--- src/rtl/spm_sched_pkg.sv ---
// ---------------------------------------------------------------------------
// spm_sched_pkg
// Shared definitions for the scratchpad access scheduler:
//   - state_e        : scheduler FSM states
//   - ADDR_SHIFT     : word-to-byte address shift (32-bit words)
//   - *_WID_DEF      : default scratchpad address / data widths
//   - byteAddr()     : external byte address from base + word address
// ---------------------------------------------------------------------------
package spm_sched_pkg;

    localparam int ADDR_WID_DEF = 13;
    localparam int DATA_WID_DEF = 32;
    localparam int ADDR_SHIFT   = 2;

    typedef enum logic [2:0] {
        ST_IDLE,
        ST_STEP,
        ST_WAIT_A,
        ST_WAIT_B,
        ST_DONE
    } state_e;

    // Converts a zero-extended word address into a byte address off a base.
    function automatic logic [63:0] byteAddr(input logic [63:0] base,
                                             input logic [63:0] wordAddr);
        return base + (wordAddr << ADDR_SHIFT);
    endfunction

endpackage

--- src/rtl/spm_port_latch.sv ---
// ---------------------------------------------------------------------------
// spm_port_latch
// Captures one scratchpad port request (ce/we/addr/d) at the end of an
// accelerator step and holds it as a pending access until it completes.
// While capture_i is high the outputs pass the live request through, so the
// scheduler can decide on the same edge that performs the capture.
//
// Ports:
//   clk, reset        clock, asynchronous active-low reset
//   capture_i         high during the accelerator step cycle
//   clear_i           the pending access completed this cycle
//   ce_i/we_i/addr_i/d_i   live port request from the accelerator
//   pending_o/we_o/addr_o/d_o   effective (live in step, else latched) request
// ---------------------------------------------------------------------------
module spm_port_latch
    import spm_sched_pkg::*;
#(
    parameter int ADDR_WID = ADDR_WID_DEF,
    parameter int DATA_WID = DATA_WID_DEF
) (
    input  logic                clk,
    input  logic                reset,
    input  logic                capture_i,
    input  logic                clear_i,
    input  logic                ce_i,
    input  logic                we_i,
    input  logic [ADDR_WID-1:0] addr_i,
    input  logic [DATA_WID-1:0] d_i,
    output logic                pending_o,
    output logic                we_o,
    output logic [ADDR_WID-1:0] addr_o,
    output logic [DATA_WID-1:0] d_o
);

    logic                pending_q;
    logic                we_q;
    logic [ADDR_WID-1:0] addr_q;
    logic [DATA_WID-1:0] d_q;

    // Request capture at the step edge; the pending flag drops on completion.
    always_ff @(posedge clk or negedge reset) begin
        if (!reset) begin
            pending_q <= 1'b0;
            we_q      <= 1'b0;
            addr_q    <= '0;
            d_q       <= '0;
        end else if (capture_i) begin
            pending_q <= ce_i;
            we_q      <= we_i;
            addr_q    <= addr_i;
            d_q       <= d_i;
        end else if (clear_i) begin
            pending_q <= 1'b0;
        end
    end

    assign pending_o = capture_i ? ce_i   : pending_q;
    assign we_o      = capture_i ? we_i   : we_q;
    assign addr_o    = capture_i ? addr_i : addr_q;
    assign d_o       = capture_i ? d_i    : d_q;

endmodule

--- src/rtl/spm_access_sched.sv ---
// ---------------------------------------------------------------------------
// spm_access_sched
// Steps an HLS accelerator through a clock-enable, latches both scratchpad
// port requests of each step and serialises them (A before B) onto a
// single-beat external read/write channel. Read data returns to the
// accelerator with one step of latency; a done pulse reports completion.
//
// Ports:
//   clk, reset                      clock, asynchronous active-low reset
//   start                           begins a run (honoured only in IDLE)
//   read_base, write_base           external byte base addresses
//   read_size_input                 size forwarded with each access
//   acc_ce / acc_done / acc_ret     accelerator enable, done, return value
//   a_* / b_*                       scratchpad port requests and read data
//   read_* / write_*                external channel (one-cycle enables)
//   done / returnvalue              completion pulse and captured result
//   step_cnt / access_cnt           performance counters
//
// Configuration:
//   SPM_SCHED_PERF_CNT_EN  when defined, step_cnt/access_cnt count step
//                          cycles and completed accesses (saturating);
//                          otherwise both are tied to zero.
// ---------------------------------------------------------------------------
module spm_access_sched
    import spm_sched_pkg::*;
#(
    parameter int ADDR_WID = ADDR_WID_DEF,
    parameter int DATA_WID = DATA_WID_DEF
) (
    input  logic                clk,
    input  logic                reset,
    input  logic                start,
    input  logic [63:0]         read_base,
    input  logic [63:0]         write_base,
    input  logic [63:0]         read_size_input,
    output logic                acc_ce,
    input  logic                acc_done,
    input  logic [DATA_WID-1:0] acc_ret,
    input  logic                a_ce,
    input  logic                a_we,
    input  logic                b_ce,
    input  logic                b_we,
    input  logic [ADDR_WID-1:0] a_addr,
    input  logic [ADDR_WID-1:0] b_addr,
    input  logic [DATA_WID-1:0] a_d,
    input  logic [DATA_WID-1:0] b_d,
    output logic [DATA_WID-1:0] a_q,
    output logic [DATA_WID-1:0] b_q,
    output logic                read_enable,
    output logic                write_enable,
    output logic [63:0]         read_addr,
    output logic [63:0]         write_addr,
    output logic [63:0]         read_size_output,
    output logic [63:0]         write_size,
    output logic [31:0]         write_data,
    input  logic                read_ready,
    input  logic                write_ready,
    input  logic [31:0]         read_data,
    output logic                done,
    output logic [DATA_WID-1:0] returnvalue,
    output logic [63:0]         step_cnt,
    output logic [63:0]         access_cnt
);

    state_e state_q, state_d;

    logic                capture;
    logic                aPend, aWe, bPend, bWe;
    logic [ADDR_WID-1:0] aAddr, bAddr;
    logic [DATA_WID-1:0] aD, bD;
    logic                readyA, readyB;
    logic                issueA, issueB, completeA, completeB;
    logic                issue, issueWe;
    logic [ADDR_WID-1:0] issueAddr;
    logic [DATA_WID-1:0] issueData;
    logic                doneLatch_q, doneEff;

    logic                readEn_q, writeEn_q;
    logic [63:0]         readAddr_q, writeAddr_q, readSize_q, writeSize_q;
    logic [31:0]         writeData_q;
    logic [DATA_WID-1:0] aQ_q, bQ_q, retVal_q;

    assign capture = (state_q == ST_STEP);

    spm_port_latch #(.ADDR_WID(ADDR_WID), .DATA_WID(DATA_WID)) uPortA (
        .clk       (clk),
        .reset     (reset),
        .capture_i (capture),
        .clear_i   (completeA),
        .ce_i      (a_ce),
        .we_i      (a_we),
        .addr_i    (a_addr),
        .d_i       (a_d),
        .pending_o (aPend),
        .we_o      (aWe),
        .addr_o    (aAddr),
        .d_o       (aD)
    );

    spm_port_latch #(.ADDR_WID(ADDR_WID), .DATA_WID(DATA_WID)) uPortB (
        .clk       (clk),
        .reset     (reset),
        .capture_i (capture),
        .clear_i   (completeB),
        .ce_i      (b_ce),
        .we_i      (b_we),
        .addr_i    (b_addr),
        .d_i       (b_d),
        .pending_o (bPend),
        .we_o      (bWe),
        .addr_o    (bAddr),
        .d_o       (bD)
    );

    // acc_done is only meaningful at the step edge; keep it for after the
    // step's accesses have drained.
    assign doneEff = capture ? acc_done : doneLatch_q;

    // Only the ready line matching the outstanding access kind counts.
    assign readyA = aWe ? write_ready : read_ready;
    assign readyB = bWe ? write_ready : read_ready;

    always_ff @(posedge clk or negedge reset) begin
        if (!reset) begin
            state_q <= ST_IDLE;
        end else begin
            state_q <= state_d;
        end
    end

    // Next-state and issue/complete decisions. Port A is always drained
    // before port B so same-word hazards resolve in program order.
    always_comb begin
        state_d   = state_q;
        issueA    = 1'b0;
        issueB    = 1'b0;
        completeA = 1'b0;
        completeB = 1'b0;
        case (state_q)
            ST_IDLE: begin
                if (start) state_d = ST_STEP;
            end
            ST_STEP: begin
                if (aPend) begin
                    issueA  = 1'b1;
                    state_d = ST_WAIT_A;
                end else if (bPend) begin
                    issueB  = 1'b1;
                    state_d = ST_WAIT_B;
                end else if (doneEff) begin
                    state_d = ST_DONE;
                end else begin
                    state_d = ST_STEP;
                end
            end
            ST_WAIT_A: begin
                if (readyA) begin
                    completeA = 1'b1;
                    if (bPend) begin
                        issueB  = 1'b1;
                        state_d = ST_WAIT_B;
                    end else if (doneEff) begin
                        state_d = ST_DONE;
                    end else begin
                        state_d = ST_STEP;
                    end
                end
            end
            ST_WAIT_B: begin
                if (readyB) begin
                    completeB = 1'b1;
                    state_d   = doneEff ? ST_DONE : ST_STEP;
                end
            end
            ST_DONE: begin
                state_d = ST_IDLE;
            end
            default: begin
                state_d = ST_IDLE;
            end
        endcase
    end

    assign issue     = issueA | issueB;
    assign issueWe   = issueA ? aWe   : bWe;
    assign issueAddr = issueA ? aAddr : bAddr;
    assign issueData = issueA ? aD    : bD;

    // External channel registers: enables pulse for the first wait cycle,
    // address/size/data hold until the next access of the same kind.
    always_ff @(posedge clk or negedge reset) begin
        if (!reset) begin
            readEn_q    <= 1'b0;
            writeEn_q   <= 1'b0;
            readAddr_q  <= '0;
            writeAddr_q <= '0;
            readSize_q  <= '0;
            writeSize_q <= '0;
            writeData_q <= '0;
        end else begin
            readEn_q  <= issue & ~issueWe;
            writeEn_q <= issue & issueWe;
            if (issue && !issueWe) begin
                readAddr_q <= byteAddr(read_base, 64'(issueAddr));
                readSize_q <= read_size_input;
            end
            if (issue && issueWe) begin
                writeAddr_q <= byteAddr(write_base, 64'(issueAddr));
                writeSize_q <= read_size_input;
                writeData_q <= 32'(issueData);
            end
        end
    end

    // Read data returned to the accelerator, latched done flag and the
    // return value captured on the way into DONE.
    always_ff @(posedge clk or negedge reset) begin
        if (!reset) begin
            aQ_q        <= '0;
            bQ_q        <= '0;
            doneLatch_q <= 1'b0;
            retVal_q    <= '0;
        end else begin
            if (completeA && !aWe) aQ_q <= DATA_WID'(read_data);
            if (completeB && !bWe) bQ_q <= DATA_WID'(read_data);
            if (capture) doneLatch_q <= acc_done;
            if (state_d == ST_DONE && state_q != ST_DONE) retVal_q <= acc_ret;
        end
    end

`ifdef SPM_SCHED_PERF_CNT_EN
    logic [63:0] stepCnt_q, accessCnt_q;

    // Saturating performance counters, cleared by a run start.
    always_ff @(posedge clk or negedge reset) begin
        if (!reset) begin
            stepCnt_q   <= '0;
            accessCnt_q <= '0;
        end else if (state_q == ST_IDLE && start) begin
            stepCnt_q   <= '0;
            accessCnt_q <= '0;
        end else begin
            if (capture && stepCnt_q != '1) stepCnt_q <= stepCnt_q + 64'd1;
            if ((completeA || completeB) && accessCnt_q != '1)
                accessCnt_q <= accessCnt_q + 64'd1;
        end
    end

    assign step_cnt   = stepCnt_q;
    assign access_cnt = accessCnt_q;
`else
    assign step_cnt   = 64'd0;
    assign access_cnt = 64'd0;
`endif

    assign acc_ce           = (state_q == ST_STEP);
    assign done             = (state_q == ST_DONE);
    assign read_enable      = readEn_q;
    assign write_enable     = writeEn_q;
    assign read_addr        = readAddr_q;
    assign write_addr       = writeAddr_q;
    assign read_size_output = readSize_q;
    assign write_size       = writeSize_q;
    assign write_data       = writeData_q;
    assign a_q              = aQ_q;
    assign b_q              = bQ_q;
    assign returnvalue      = retVal_q;

endmodule

--- config.mk ---
export PLATFORM = sky130hd
export DESIGN_NAME = spm_access_sched
export DESIGN_NICKNAME = d
export VERILOG_FILES = /design/src/rtl/spm_sched_pkg.sv /design/src/rtl/spm_port_latch.sv /design/src/rtl/spm_access_sched.sv
export SDC_FILE = /design/constraint.sdc
export NUM_CORES = 1
export LEC_CHECK = 0
export CORE_AREA = 2 2 344 346
export CTS_CLUSTER_DIAMETER = 50
export DETAILED_ROUTE_END_ITERATION = 7
export DIE_AREA = 0 0 346 348
export PLACE_DENSITY = 0.4
export SETUP_SLACK_MARGIN = 0.5
export SLEW_MARGIN = 20
export SYNTH_ARGS = -nofsm -noshare
export SYNTH_HDL_FRONTEND = slang
export SYNTH_SLANG_ARGS = --single-unit
--- constraint.sdc ---
create_clock -name clk -period 3.9 [get_ports clk]
set_input_delay 0.78 -clock clk [delete_from_list [all_inputs] [get_ports clk]]
set_output_delay 0.78 -clock clk [all_outputs]
set_load 0.005 [all_outputs]
# Word level (Yosys, flattened, before mapping)

Index checks and enable logic that the tools add are counted.

$add $sub $neg: 2
Equality and inequality tests: 6
Mux-type cells: 35
Bitwise gates (word level): 4
Reduce and logical (&&, ||, !) cells: 11

Operators with widths:

| cell               | number |
|---|---|
| $add 64x15->64     | 2 |
| $mux 32            | 3 |
| $mux 13            | 3 |
| $mux 1             | 21 |
| $mux 3             | 6 |
| $pmux 3 s4         | 1 |
| $eq 3x2->1 const B | 2 |
| $eq 3x3->1 const B | 2 |
| $logic_and 1x1->1  | 5 |
| $reduce_bool 2->1  | 2 |
| $eq 3x1->1 const B | 1 |
| $logic_not 1->1    | 3 |
| $logic_not 3->1    | 1 |
| $ne 3x3->1 const B | 1 |
| $and 1x1->1        | 2 |
| $pmux 1 s2         | 1 |
| $not 1->1          | 1 |
| $or 1x1->1         | 1 |

Register bits after elaboration: 484
Logic and storage cells: 78

# Depth between registers and ports, before layout

Gate-level depths: netlist (run 1).

Word-level depth: 8
Gate-level depth with buffers: 20

# Modules after synthesis

Synthesis (run 1) repeated with hierarchy kept, for this count alone.

Cells, all modules: 2,257
Area, all modules: 23,120.9 um^2

By module, submodules not included:

| module           | instances | cells an instance | area each (um^2) | seq. area each (um^2) |
|---|---|---|---|---|
| spm_access_sched | 1         | 2,053             | 19,464.9         | 9,759.4 |
| spm_port_latch   | 2         | 102               | 1,828.0          | 1,176.1 |

# Worst setup path after synthesis (run 1)

No wires, ideal clock.

Path type: register to register
Start point: register state_q[1]
End point: register readAddr_q[52], in the netlist read_addr[52]
Arrival: 3,818 ps
Data required time: 3,765 ps
Setup slack: -53 ps
Cell stages (with the launch flop): 19
Path buffers: 4
Cells stage by stage: dfrtp_1 clkbuf_1 clkinv_1 nand2_1 inv_2 clkbuf_1 buf_1 nand2_1 nand2_1 mux2_2 ha_1 fa_1 a211oi_1 o21ai_1 o211ai_1 buf_2 a2111oi_4 xnor2_1 a21oi_2

Elaborated cells on any way between the ends: 21

RTL lines:

| item                   | line                    | text |
|---|---|---|
| from (decl)            | spm_access_sched.sv:65  | `state_e state_q, state_d;` |
| from (signal assigned) | spm_access_sched.sv:127 | `state_q <= state_d;` |
| $eq 3x1->1             | spm_access_sched.sv:83  | `assign capture = (state_q == ST_STEP);` |
| $mux 13                | spm_port_latch.sv:59    | `assign addr_o = capture_i ? addr_i : addr_q;` |
| named net bAddr[0]     | spm_access_sched.sv:69  | `logic [ADDR_WID-1:0] aAddr, bAddr;` |
| $mux 13                | spm_access_sched.sv:186 | `assign issueAddr = issueA ? aAddr : bAddr;` |
| $add 64x15->64         | spm_sched_pkg.sv:26     | `return base + (wordAddr << ADDR_SHIFT);` |
| to (signal assigned)   | spm_access_sched.sv:204 | `readAddr_q <= byteAddr(read_base, 64'(issueAddr));` |
| to (decl)              | spm_access_sched.sv:79  | `logic [63:0] readAddr_q, writeAddr_q, readSize_q, writeSize_q;` |

The timed path passes the listed nets, and every way through them passes these cells.
A chain may end at the register's enable or synchronous reset.

# Final worst setup path (run 1)

Start point: register state_q[0]
End point: register writeAddr_q[59], in the netlist write_addr[59]

Elaborated cells on any way between the ends: 20

RTL lines:

| item                 | line                    | text |
|---|---|---|
| $eq 3x1->1           | spm_access_sched.sv:83  |  |
| $mux 13              | spm_port_latch.sv:59    |  |
| named net bAddr[7]   | spm_access_sched.sv:69  |  |
| $mux 13              | spm_access_sched.sv:186 |  |
| $add 64x15->64       | spm_sched_pkg.sv:26     |  |
| to (signal assigned) | spm_access_sched.sv:208 | `writeAddr_q <= byteAddr(write_base, 64'(issueAddr));` |
| to (decl)            | spm_access_sched.sv:79  |  |

The timed path passes the listed nets, and every way through them passes these cells.

==> impl_results.md, run 1 <==
- Root buffer cell: sky130_fd_sc_hd__clkbuf_16
- Cts hold-fix bufs: 0
- Total track usage: 16.2%
- Required time of the worst setup path: 4.45 ns
- Combined flip-flop and latch cell area: 0.0110 mm^2
- CTS HTree Levels: 3
- Share of the clock period used by the worst path: 88.0%
- Initial standard-cell utilization of the core: 18.1%
- Buffers on Ports: 743
- Total placed cells including tap cells: 4550
- Die ar.: 0.120 mm^2
- Post-synth top area share: 51.7%
- Worst setup path class: flop to flop
- Startpoint types: flop
- Fraction of registers with async set/reset: 100%
- Outcome: finished clean
- Library cell with the largest summed area after synthesis: sky130_fd_sc_hd__dfrtp_1
- Final-report hold violation count: 0
- Number of pins exceeding their max-slew limit in the final report: 0
- Synth Area in Compound Gates: 9.52%
- Antenna-violating nets left: 0
- FF-to-FF path depth: 14
- Starting DRT DRC Count: 886
- Clock buffer depth: 3
- TritonCTS buffer count: 83
- Seq/Total Area, Yosys: 51.7%
- RSZ-0062 raised after global routing: yes
- Via total after detailed routing: 19195
- Crit path time final: 3.43 ns
- Warnings, synthesis: 0
- Endpoint of the worst-slack reg-to-reg timing path: write_addr[59]
- Layout area overhead: 67.4%
- Mux cell area share after synthesis: 7.60%
- Core Box Area: 0.117 mm^2
- Simple-gate share of the synthesized area: 18.4%
- Largest net degree at the start of global routing: 94
- Number of global-route vias before repair: 19664
- Width of the chip: 346 um
- Filler Cell Count: 12299
- Pwr per Cell Area: 849 mW/mm^2
- Num ports: 872
- Summed area of non-filler cells in the final layout: 0.0355 mm^2
- Post-synthesis average cell area: 9.53 um^2
- Main area contributors after synthesis: sky130_fd_sc_hd__dfrtp_1, sky130_fd_sc_hd__nand2_1, sky130_fd_sc_hd__buf_4, sky130_fd_sc_hd__xnor2_1, sky130_fd_sc_hd__mux2_1
- Slew @ Worst Pin: 0.706 ns
- Gate count of the mapped netlist: 2225
- Worst Clk Skew: 0.0308 ns
- Share of post-route cells with drive strength above 1: 16.0%
- Parity-gate share of the synthesized area counting xor and xnor cells: 3.88%
- Post-route DRC: 0
- Top FF cell, synth: sky130_fd_sc_hd__dfrtp_1
- Distinct cell type count after synthesis: 67
- Maximum ir drop on the vdd rail: 0.323 mV
- Arithmetic-cell share of the synthesized area counting full adders, half adders and majority gates: 1.78%
- Data arrival, critical path: 3.98 ns
- First-pass GRT wire length: 143 mm
- Placement Rows: 126
- Synthesized area: 0.0212 mm^2
- Detailed Place HPWL: 77.3 mm
- Standby leakage power: 15.2 nW
- Source-to-sink clock delay at the later pin of the worst-skew pair: 0.65 ns
- Slew margin rel.: 52.9%
- Count of nets after finishing: 3514
- Worst flop-to-flop path startpoint: state_q[0]
- Number of antenna violations at the first check in global routing: 38
- Routed wire per std cell: 21.4 um
- Clock-pin slew on the worst setup and hold paths: 0.05 ns
- Post-synth EDFFs: 0
- Kind of end point of the critical path: flop
- Max cap viols: 0
- Number of sinks driven by the clock tree: 438
- Number of flip-flops and latches in the synthesized netlist: 438
- Number of vias per cell after detailed routing: 4.05
- Last weighted congestion value of the routability-driven placer: 0.821
- Aggregate routed wire length: 101 mm
- Highest clock rate: 291 MHz
- Placement-stage cell area: 0.0312 mm^2
- Largest fanout on the critical path: 17
- Multi-input gate area: 0.0103 mm^2
- Final-report setup violation count: 0
- R2R Setup Slk: 0.47 ns
- Non-filler cells in the finished layout: 4744
- Length of the first detailed-routing pass in iterations: 4
- TritonCTS clock tree: built
- Die span in y: 348 um
- Global route overflow: 0
- Main combinational cell family by area after synthesis: simple AND/OR/NAND/NOR gates
- Worst hold-check path type: input port to asynchronous set/reset pin
layout make-up:
type / count / area share (%)
clock buffers: 108 / 6.43
repair buffers: 930 / 26.0
flip-flops and latches: 438 / 30.9
multi-input cells: 1647 / 28.9
repair inverters: 1 / 0.0247
clock inverters: 45 / 1.85
diodes: 11 / 0.0775
well taps: 1536 / 5.41
inverters: 28 / 0.359
metrics by stage:
step | TNS (ns) | setup WS (ns) | total power (W) | utilization [%] | hold slack [ns]
floorplan | 0 | 0.402 | 0.0132 | - | 0.434
CTS | 0 | 0.424 | 0.0299 | 29.7 | 0.0176
global placement | -5.94 | -0.255 | 0.0214 | 26.7 | 0.450
global route | 0 | 0.308 | 0.0322 | 30.3 | 0.0440
finish | 0 | 0.468 | 0.0301 | 30.4 | 0.0570
detailed placement | -8.73 | -0.273 | 0.0214 | 26.7 | 0.454
logic make-up (layout without fill, tap and decap cells):
group                      after synthesis  in the layout
muxes                                  147            147
AOI/OAI and AO/OA                      313            313
and+or+nand+nor                        936            936
other                                    1            139
DFF                                    438            438
buffers and inverters                  267           1112
adders and majority gates               29             29
xor gates and xnor gates                94             94
layout by cell type, fill, tap and decap left out, types with 41 or more instances in the layout:
cell	n
sky130_fd_sc_hd__a21oi_1	93
sky130_fd_sc_hd__buf_4	151
sky130_fd_sc_hd__clkbuf_16	88
sky130_fd_sc_hd__clkdlybuf4s50_1	742
sky130_fd_sc_hd__conb_1	128
sky130_fd_sc_hd__dfrtp_1	438
sky130_fd_sc_hd__mux2_1	62
sky130_fd_sc_hd__mux2_2	41
sky130_fd_sc_hd__nand2_1	653
sky130_fd_sc_hd__nor2_1	117
sky130_fd_sc_hd__o21ai_1	45
sky130_fd_sc_hd__xnor2_1	77
power breakdown:
group	leakage [nW]	switching (W)	internal (W)
clock	1.40	0.00271	0.00496
sequential	5.31	0.00120	0.00676
combinational	8.53	0.00698	0.00754
sequential cells by signal (all words and copies together) (netlist names):
signal and count:
read_addr 64, read_size_output 64, write_addr 64, write_size 64
a_q 32, b_q 32, returnvalue 32, uPortB.d_q 32
write_data 32, uPortB.addr_q 13, state_q 3, doneLatch_q 1
read_enable 1, uPortA.we_q 1, uPortB.pending_q 1, uPortB.we_q 1
write_enable 1
worst max-delay path by stage:
stage	slack (ns)	startpoint	end	cells after the start
global route	0.31	state_q[2]	read_addr[34]	17
detailed placement	-0.27	a_ce	write_addr[43]	13
finish	0.47	state_q[0]	write_addr[59]	14
CTS	0.42	state_q[2]	write_addr[59]	14
global placement	-0.25	a_ce	write_addr[43]	13
floorplan	0.40	state_q[0]	read_addr[22]	18
Yosys cell counts (all sizes together) (5+ instances only):
cell type,instances
dfrtp,438
mux2,112
nand3,32
and4,5
a211o,6
clkbuf,92
nor3,13
buf,147
a2111oi,22
or4,11
nor3b,7
a21oi,111
o211ai,8
a211oi,19
mux2i,35
xor2,14
inv,27
xnor2,80
nand4,31
o21ai,83
nand2,667
and3,11
nor4,13
ha,27
o31ai,11
a31oi,24
a21o,11
or3,12
nor2,120
repair_timing:
action / CTS / global route
endpoints found under the hold margin: 0 / 0
endpoints found under the setup margin: 104 / 94
setup buffers: 11 / 15
gates resized for setup: 79 / 106
gates cloned: 1 / 3
pin swaps: 15 / 58
metal layers:
layer,up-vias,wire length [um],track usage [%]
met2,648,48500,27.0
li1,9094,-,-
met4,38,2150,4.51
met1,9273,42000,19.7
met5,-,255,0
met3,142,8430,5.90
worst max-delay path: stages (launching register included):
cell and delay (ns):
sky130_fd_sc_hd__dfrtp_1 0.37, sky130_fd_sc_hd__and2b_2 0.24, sky130_fd_sc_hd__nand2_8 0.12, sky130_fd_sc_hd__clkinv_8 0.11, sky130_fd_sc_hd__nand2_1 0.22, sky130_fd_sc_hd__nand2_1 0.14, sky130_fd_sc_hd__mux2_4 0.31, sky130_fd_sc_hd__ha_4 0.28
sky130_fd_sc_hd__and4_1 0.20, sky130_fd_sc_hd__o2111a_1 0.20, sky130_fd_sc_hd__o21ai_2 0.08, sky130_fd_sc_hd__buf_12 0.17, sky130_fd_sc_hd__a211o_1 0.28, sky130_fd_sc_hd__or4_1 0.47, sky130_fd_sc_hd__a31oi_1 0.16
(Power assumes the default switching activity.)
==> inputs of run 2 (changes only) <==
CORE_AREA = 2 2 336 338   (was 2 2 344 346)
DIE_AREA = 0 0 338 340   (was 0 0 346 348)
PLACE_DENSITY = 0.41   (was 0.4)
==> run 2 against run 1 <==
  * Count of clock-buffer cells in the layout shrank 12
  * Critical endpoint unchanged
  * Setup slack worse by 0.046 ns
  * Via count grew 0.24%
  * Largest cell class unchanged
  * Register-to-register slack worse by 0.05 ns
==> impl_results.md, run 2 (same netlist as run 1, synthesis figures left out) <==
- Worst hold-check path type: input port to asynchronous set/reset pin
- Relative contribution of the clock network to total power: 25.6% (+0.2 points)
- Antenna-violating nets left: 0 (unchanged)
- Most common cell after layout, fill and taps aside: sky130_fd_sc_hd__clkdlybuf4s50_1
- Global route overflow: 0 (unchanged)
- Final core utilization: 32.5% (+2.1 points)
- Maximum cell stage delay along the critical path: 0.47 ns (about the same)
- Startpoint types: flop
- Initial standard-cell utilization of the core: 19.0% (+0.88 points)
- First-pass GRT wire length: 140 mm (-2.2%)
- RSZ-0062 raised after global routing: yes
- Last weighted congestion value of the routability-driven placer: 0.811 (-1.2%)
- Source-to-sink clock delay at the later pin of the worst-skew pair: 0.67 ns (+0.02 ns)
- Worst Clk Skew: 0.0548 ns (+0.0240 ns)
- Worst flop-to-flop path startpoint: state_q[0]
- Placement Rows: 123 (-2.4%)
- Portion of total power attributed to sequential cells: 25.6% (-0.8 points)
- Number of pins exceeding their max-slew limit in the final report: 0 (unchanged)
- Outcome: finished clean
- Number of sinks driven by the clock tree: 438 (unchanged)
- Kind of end point of the critical path: flop
- Layout area overhead: 70.8%
- Clock-pin slew on the worst setup and hold paths: 0.06 ns (about the same)
- Worst setup path class: flop to flop
- Post-route DRC: 0 (unchanged)
- Aggregate routed wire length: 100 mm (-1.1%)
- Share of post-route cells with drive strength above 1: 18.1% (+2.1 points)
- Cell-internal power: 0.0198 W (+2.6%)
- Highest-count cells in the layout ignoring fill and taps: sky130_fd_sc_hd__clkdlybuf4s50_1, sky130_fd_sc_hd__nand2_1, sky130_fd_sc_hd__dfrtp_1
- Dpl ws: -0.296 ns (-0.0228 ns)
- Clock buffer depth: 3 (unchanged)
- TritonCTS clock tree: built
- Count of nets after finishing: 3550 (+1.0%)
- Final-report setup violation count: 0 (unchanged)
- Starting DRT DRC Count: 780 (-12%)
- Die span in y: 340 um (-2.3%)
- Number of vias per cell after detailed routing: 4.05 (+0.20%)
- Routed wire per std cell: 21.1 um (-1.1%)
- Standby leakage power: 15.6 nW (+2.5%)
- Endpoint of the worst-slack reg-to-reg timing path: write_addr[59]
- Slew margin rel.: 4.72% (-48 points)
- Tightest hold margin: 0.114 ns (+0.0565 ns)
- R2R Setup Slk: 0.42 ns (-0.05 ns)
- Number of antenna violations at the first check in global routing: 32 (-16%)
- Length of the first detailed-routing pass in iterations: 5 (+1)
- Cts hold-fix bufs: 0 (unchanged)
- Width of the chip: 338 um (-2.3%)
- Max cap viols: 0 (unchanged)
- Non-filler cells in the finished layout: 4746 (+0.042%)
- Data arrival, critical path: 4.08 ns (+0.10 ns)
- Num ports: 872 (unchanged)
- Share of the clock period used by the worst path: 89.2% (+1.2 points)
- FF-to-FF path depth: 14 (unchanged)
- Cells along the critical path: and2b_2 > nand2_8 > clkinv_8 > nand2_8 > buf_12 > mux2_4 > ha_4 > and4_4 > o2111a_1 > o21ai_2 > buf_12 > a211o_1 > or4_1 > a31oi_1
- Sum of negative setup slack: 0 ns (unchanged)
- Pwr per Cell Area: 857 mW/mm^2 (+0.99%)
- Maximum ir drop on the vdd rail: 0.453 mV (+40%)
- Core Box Area: 0.112 mm^2 (-4.6%)
- Largest net degree at the start of global routing: 106 (+13%)
- Top delay family on crit path: simple AND/OR/NAND/NOR gates
- Number of global-route vias before repair: 19452 (-1.1%)
- Worst setup path endpoint: write_addr[59]
- Switching part of the total power: 36.4% (+0.25 points)
- Largest fanout on the critical path: 18 (+1)
- Slew @ Worst Pin: 1.43 ns (+0.719 ns)
- CTS HTree Levels: 3 (unchanged)
- Root buffer cell: sky130_fd_sc_hd__clkbuf_16
- Total track usage: 16.8% (+0.55 points)
- Launch point of the worst path: state_q[0]
- Die ar.: 0.115 mm^2 (-4.6%)
- Master of the slowest instance on the critical path: sky130_fd_sc_hd__or4_1
- Logic gate share of total power: 48.8% (+0.6 points)
- Switching power: 0.0113 W (+3.7%)
- Number of gates on the worst path with buffers counted: 14 (unchanged)
- Total placed cells including tap cells: 4516 (-0.75%)
- Final-report hold violation count: 0 (unchanged)
- Buffers on Ports: 743 (unchanged)
- TritonCTS buffer count: 87 (+4.8%)
- Required time of the worst setup path: 4.50 ns (+0.05 ns)
- Highest clock rate: 287 MHz (-1.3%)
- Detailed Place HPWL: 76.3 mm (-1.2%)
- Via total after detailed routing: 19241 (+0.24%)
- Crit path time final: 3.48 ns (+0.0464 ns)
- Worst Path Buf+Inv: 3 (+1)
- Worst path setup slack after routing: 0.422 ns (-0.0464 ns)
run 2: per-stage QoR:
step / cell area (um^2) / power (W)
floorplan: 21800 / 0.0132
global placement: 31200 / 0.0215
detailed placement: 31200 / 0.0215
CTS: 35100 / 0.0306
global route: 36200 / 0.0331
finish: 36200 / 0.0311
run 2: routing by layer:
metal / global-route usage, % / share of wire [%] / vias to the layer above
met4: 4.49 / 2.3 / 38
li1: - / - / 9180
met1: 19.8 / 40 / 9209
met5: 0 / 0.25 / -
met3: 6.68 / 9.1 / 169
met2: 28.2 / 48 / 645
run 2: power by group through the flow:
stage          clock, W  combinational [W]  sequential [W]
2_1_floorplan         0            0.00524         0.00796
3_3_place_gp          0             0.0135         0.00798
3_5_place_dp          0             0.0135         0.00802
4_1_cts         0.00818             0.0144         0.00798
5_1_grt         0.00838             0.0165         0.00823
6_report        0.00795             0.0152         0.00795
run 2: timing repair:
item | in CTS | in global routing
setup endpoints to repair | 105 | 97
setup buffers | 33 | 25
gates cloned | 1 | 1
gates resized for setup | 97 | 164
endpoints found under the hold margin | 0 | 0
pin swaps | 31 | 85
run 2: worst reg2reg max path, cell delays in order (launching register included):
cell and delay (ns):
sky130_fd_sc_hd__dfrtp_1 0.37, sky130_fd_sc_hd__and2b_2 0.24, sky130_fd_sc_hd__nand2_8 0.11, sky130_fd_sc_hd__clkinv_8 0.10
sky130_fd_sc_hd__nand2_8 0.16, sky130_fd_sc_hd__buf_12 0.15, sky130_fd_sc_hd__mux2_4 0.34, sky130_fd_sc_hd__ha_4 0.31
sky130_fd_sc_hd__and4_4 0.23, sky130_fd_sc_hd__o2111a_1 0.20, sky130_fd_sc_hd__o21ai_2 0.08, sky130_fd_sc_hd__buf_12 0.16
sky130_fd_sc_hd__a211o_1 0.32, sky130_fd_sc_hd__or4_1 0.47, sky130_fd_sc_hd__a31oi_1 0.16
run 2: worst min-delay path by stage:
stage                               startpoint              endpoint  cells after the start
after floorplan               uPortB.addr_q[0]      uPortB.addr_q[0]                      2
after global placement          write_size[62]        write_size[62]                      2
after detailed placement  read_size_output[59]  read_size_output[59]                      2
after CTS                                reset         read_addr[39]                      1
after global routing                     reset         read_addr[39]                      1
final                                    reset         read_addr[15]                      1
run 2: cell type report:
class                      instances  area [um^2]
inverter                          28          128
tap                             1500         1880
clock inverter                    66          841
sequential                       438        11000
clock buffer                      96         2270
timing repair buffer             963         9640
fill                           11513        75400
antenna                            8         20.0
multi-input combinational       1647        10500
==> inputs of run 3 (changes only) <==
ABC_CLOCK_PERIOD_IN_PS = 3900   (was unset)
MAX_ROUTING_LAYER = met4   (was unset)
==> run 3 against run 2 <==
  * Non-clock buffer count is 2 lower
  * Critical path depth increased by 1
  * Setup slack got worse by 0.016 ns
  * Design area rose by 0.16%
  * Count of clock-buffer cells in the layout unchanged
  * Maximum frequency is 0.47% lower
  * Sequential share of layout area about the same
  * Largest cell class unchanged
==> impl_results.md, run 3 (same netlist as run 1, synthesis figures left out) <==
- Highest clock rate: 286 MHz (-0.47%)
- Clock buffer depth: 3 (unchanged)
- Total track usage: 17.3% (+0.51 points)
- Aggregate routed wire length: 100 mm (+0.11%)
- Share of post-route cells with drive strength above 1: 18.1% (-0.020 points)
- Last weighted congestion value of the routability-driven placer: 0.824 (+1.6%)
- Logic gate share of total power: 48.9% (about the same)
- RSZ-0062 raised after global routing: yes
- Die ar.: 0.115 mm^2 (unchanged)
- Number of antenna violations at the first check in global routing: 32 (unchanged)
- Final-report hold violation count: 0 (unchanged)
- TritonCTS buffer count: 87 (unchanged)
- Filler Cell Count: 11511 (-0.017%)
- Number of pins exceeding their max-slew limit in the final report: 0 (unchanged)
- Count of nets after finishing: 3548 (-0.056%)
- Pwr per Cell Area: 858 mW/mm^2 (about the same)
- Worst flop-to-flop path startpoint: state_q[0]
- Via total after detailed routing: 19225 (-0.083%)
- Slew @ Worst Pin: 1.20 ns (-0.225 ns)
- Buffers on Ports: 743 (unchanged)
- Routed wire per std cell: 21.1 um (-0.23%)
- Maximum ir drop on the vdd rail: 0.451 mV (-0.42%)
- Cts hold-fix bufs: 0 (unchanged)
- Dpl ws: -0.296 ns (unchanged)
- Slew margin rel.: 19.8% (+15 points)
- Number of sinks driven by the clock tree: 438 (unchanged)
- Width of the chip: 338 um (unchanged)
- Source-to-sink clock delay at the later pin of the worst-skew pair: 0.67 ns (about the same)
- First-pass GRT wire length: 140 mm (about the same)
- Share of the clock period used by the worst path: 89.6% (+0.42 points)
- Data arrival, critical path: 4.09 ns (about the same)
- Startpoint types: flop
- Initial standard-cell utilization of the core: 19.0% (unchanged)
- Highest-count cells in the layout ignoring fill and taps: sky130_fd_sc_hd__clkdlybuf4s50_1, sky130_fd_sc_hd__nand2_1, sky130_fd_sc_hd__dfrtp_1
- Outcome: finished clean
- Root buffer cell: sky130_fd_sc_hd__clkbuf_16
- Starting DRT DRC Count: 842 (+7.9%)
- CTS HTree Levels: 3 (unchanged)
- Worst setup path class: flop to flop
- Largest net degree at the start of global routing: 106 (unchanged)
- Final-report setup violation count: 0 (unchanged)
- Largest fanout on the critical path: 18 (unchanged)
- Crit path time final: 3.49 ns (+0.0164 ns)
- Layout area overhead: 71.1%
- Worst path setup slack after routing: 0.405 ns (-0.0164 ns)
- Most common cell after layout, fill and taps aside: sky130_fd_sc_hd__clkdlybuf4s50_1
- Die span in y: 340 um (unchanged)
- Placement Rows: 123 (unchanged)
- Cell-internal power: 0.0198 W (+0.32%)
- Number of global-route vias before repair: 19464 (+0.062%)
- Kind of end point of the critical path: flop
- Detailed Place HPWL: 76.3 mm (unchanged)
- Portion of total power attributed to sequential cells: 25.6% (about the same)
- Worst Clk Skew: 0.0556 ns (+0.000817 ns)
- Worst hold-check path type: input port to asynchronous set/reset pin
- Launch point of the worst path: state_q[0]
- Max cap viols: 0 (unchanged)
- Global route overflow: 0 (unchanged)
- Total power after layout: 0.0311 W (+0.21%)
- Tightest hold margin: 0.110 ns (-0.00398 ns)
- TritonCTS clock tree: built
- Switching part of the total power: 36.3% (-0.070 points)
- Relative contribution of the clock network to total power: 25.5% (about the same)
- Post-route DRC: 0 (unchanged)
- Required time of the worst setup path: 4.50 ns (about the same)
- Length of the first detailed-routing pass in iterations: 5 (unchanged)
- Clock-pin slew on the worst setup and hold paths: 0.05 ns (about the same)
- Antenna-violating nets left: 0 (unchanged)
- Num ports: 872 (unchanged)
- Number of vias per cell after detailed routing: 4.04 (-0.42%)
- Switching power: 0.0113 W (about the same)
- Core Box Area: 0.112 mm^2 (unchanged)
- Standby leakage power: 15.6 nW (+0.15%)
- FF-to-FF path depth: 15 (+1)
- R2R Setup Slk: 0.41 ns (-0.02 ns)
- Endpoint of the worst-slack reg-to-reg timing path: write_addr[59]
run 3: metrics by stage:
stage / TNS, ns / util, % / std cells / area [um^2]
floorplan: 0 / - / 2352 / 21800
global placement: -11.48 / 28.0 / 4516 / 31200
detailed placement: -13.89 / 28.0 / 4516 / 31200
CTS: 0 / 31.5 / 4712 / 35100
global route: 0 / 32.5 / 4760 / 36300
finish: 0 / 32.5 / 4762 / 36300
run 3: routing by layer:
layer	track usage [%]	part of all wire, %	vias up
met1	19.9	41	9250
met4	4.47	2.2	0
li1	-	-	9216
met5	-	0	-
met2	28.3	49	625
met3	6.39	8.6	134
run 3: timing repair:
action                                  in CTS  in global routing
gates cloned                                 1                  3
pin swaps                                   31                 90
gates resized for setup                     97                166
endpoints found under the setup margin     105                 97
buffers inserted                            33                 21
run 3: worst max-delay path by stage:
stage / endpoint
floorplan: read_addr[22]
global placement: write_addr[52]
detailed placement: write_addr[52]
CTS: read_addr[16]
global route: read_addr[48]
finish: write_addr[59]
run 3: critical path: stages (launching register included):
cell	delay [ns]
sky130_fd_sc_hd__dfrtp_1	0.37
sky130_fd_sc_hd__and2b_2	0.24
sky130_fd_sc_hd__nand2_8	0.11
sky130_fd_sc_hd__clkinv_8	0.10
sky130_fd_sc_hd__buf_4	0.17
sky130_fd_sc_hd__nand2_2	0.09
sky130_fd_sc_hd__nand2_4	0.08
sky130_fd_sc_hd__mux2_4	0.31
sky130_fd_sc_hd__ha_4	0.30
sky130_fd_sc_hd__and4_4	0.23
sky130_fd_sc_hd__o2111a_1	0.20
sky130_fd_sc_hd__o21ai_2	0.08
sky130_fd_sc_hd__buf_12	0.17
sky130_fd_sc_hd__a211o_1	0.32
sky130_fd_sc_hd__or4_1	0.47
sky130_fd_sc_hd__a31oi_1	0.16
run 3: power by group through the flow:
| stage | Clock [W] | Combinational [W] | Sequential [W] |
|---|---|---|---|
| detailed placement | 0 | 0.0135 | 0.00802 |
| global placement | 0 | 0.0135 | 0.00798 |
| global route | 0.00838 | 0.0166 | 0.00823 |
| floorplan | 0 | 0.00524 | 0.00796 |
| finish | 0.00795 | 0.0152 | 0.00795 |
| CTS | 0.00818 | 0.0144 | 0.00798 |
run 3: layout make-up:
class	count	area [um^2]	share of cell area, %
Timing Repair Buffer	961	9670	26.7
Multi-Input combinational cell	1647	10500	28.8
Inverter	28	128	0.352
Tap cell	1500	1880	5.17
Clock buffer	96	2270	6.26
Clock inverter	66	841	2.32
Sequential cell	438	11000	30.2
Antenna cell	26	65.1	0.179
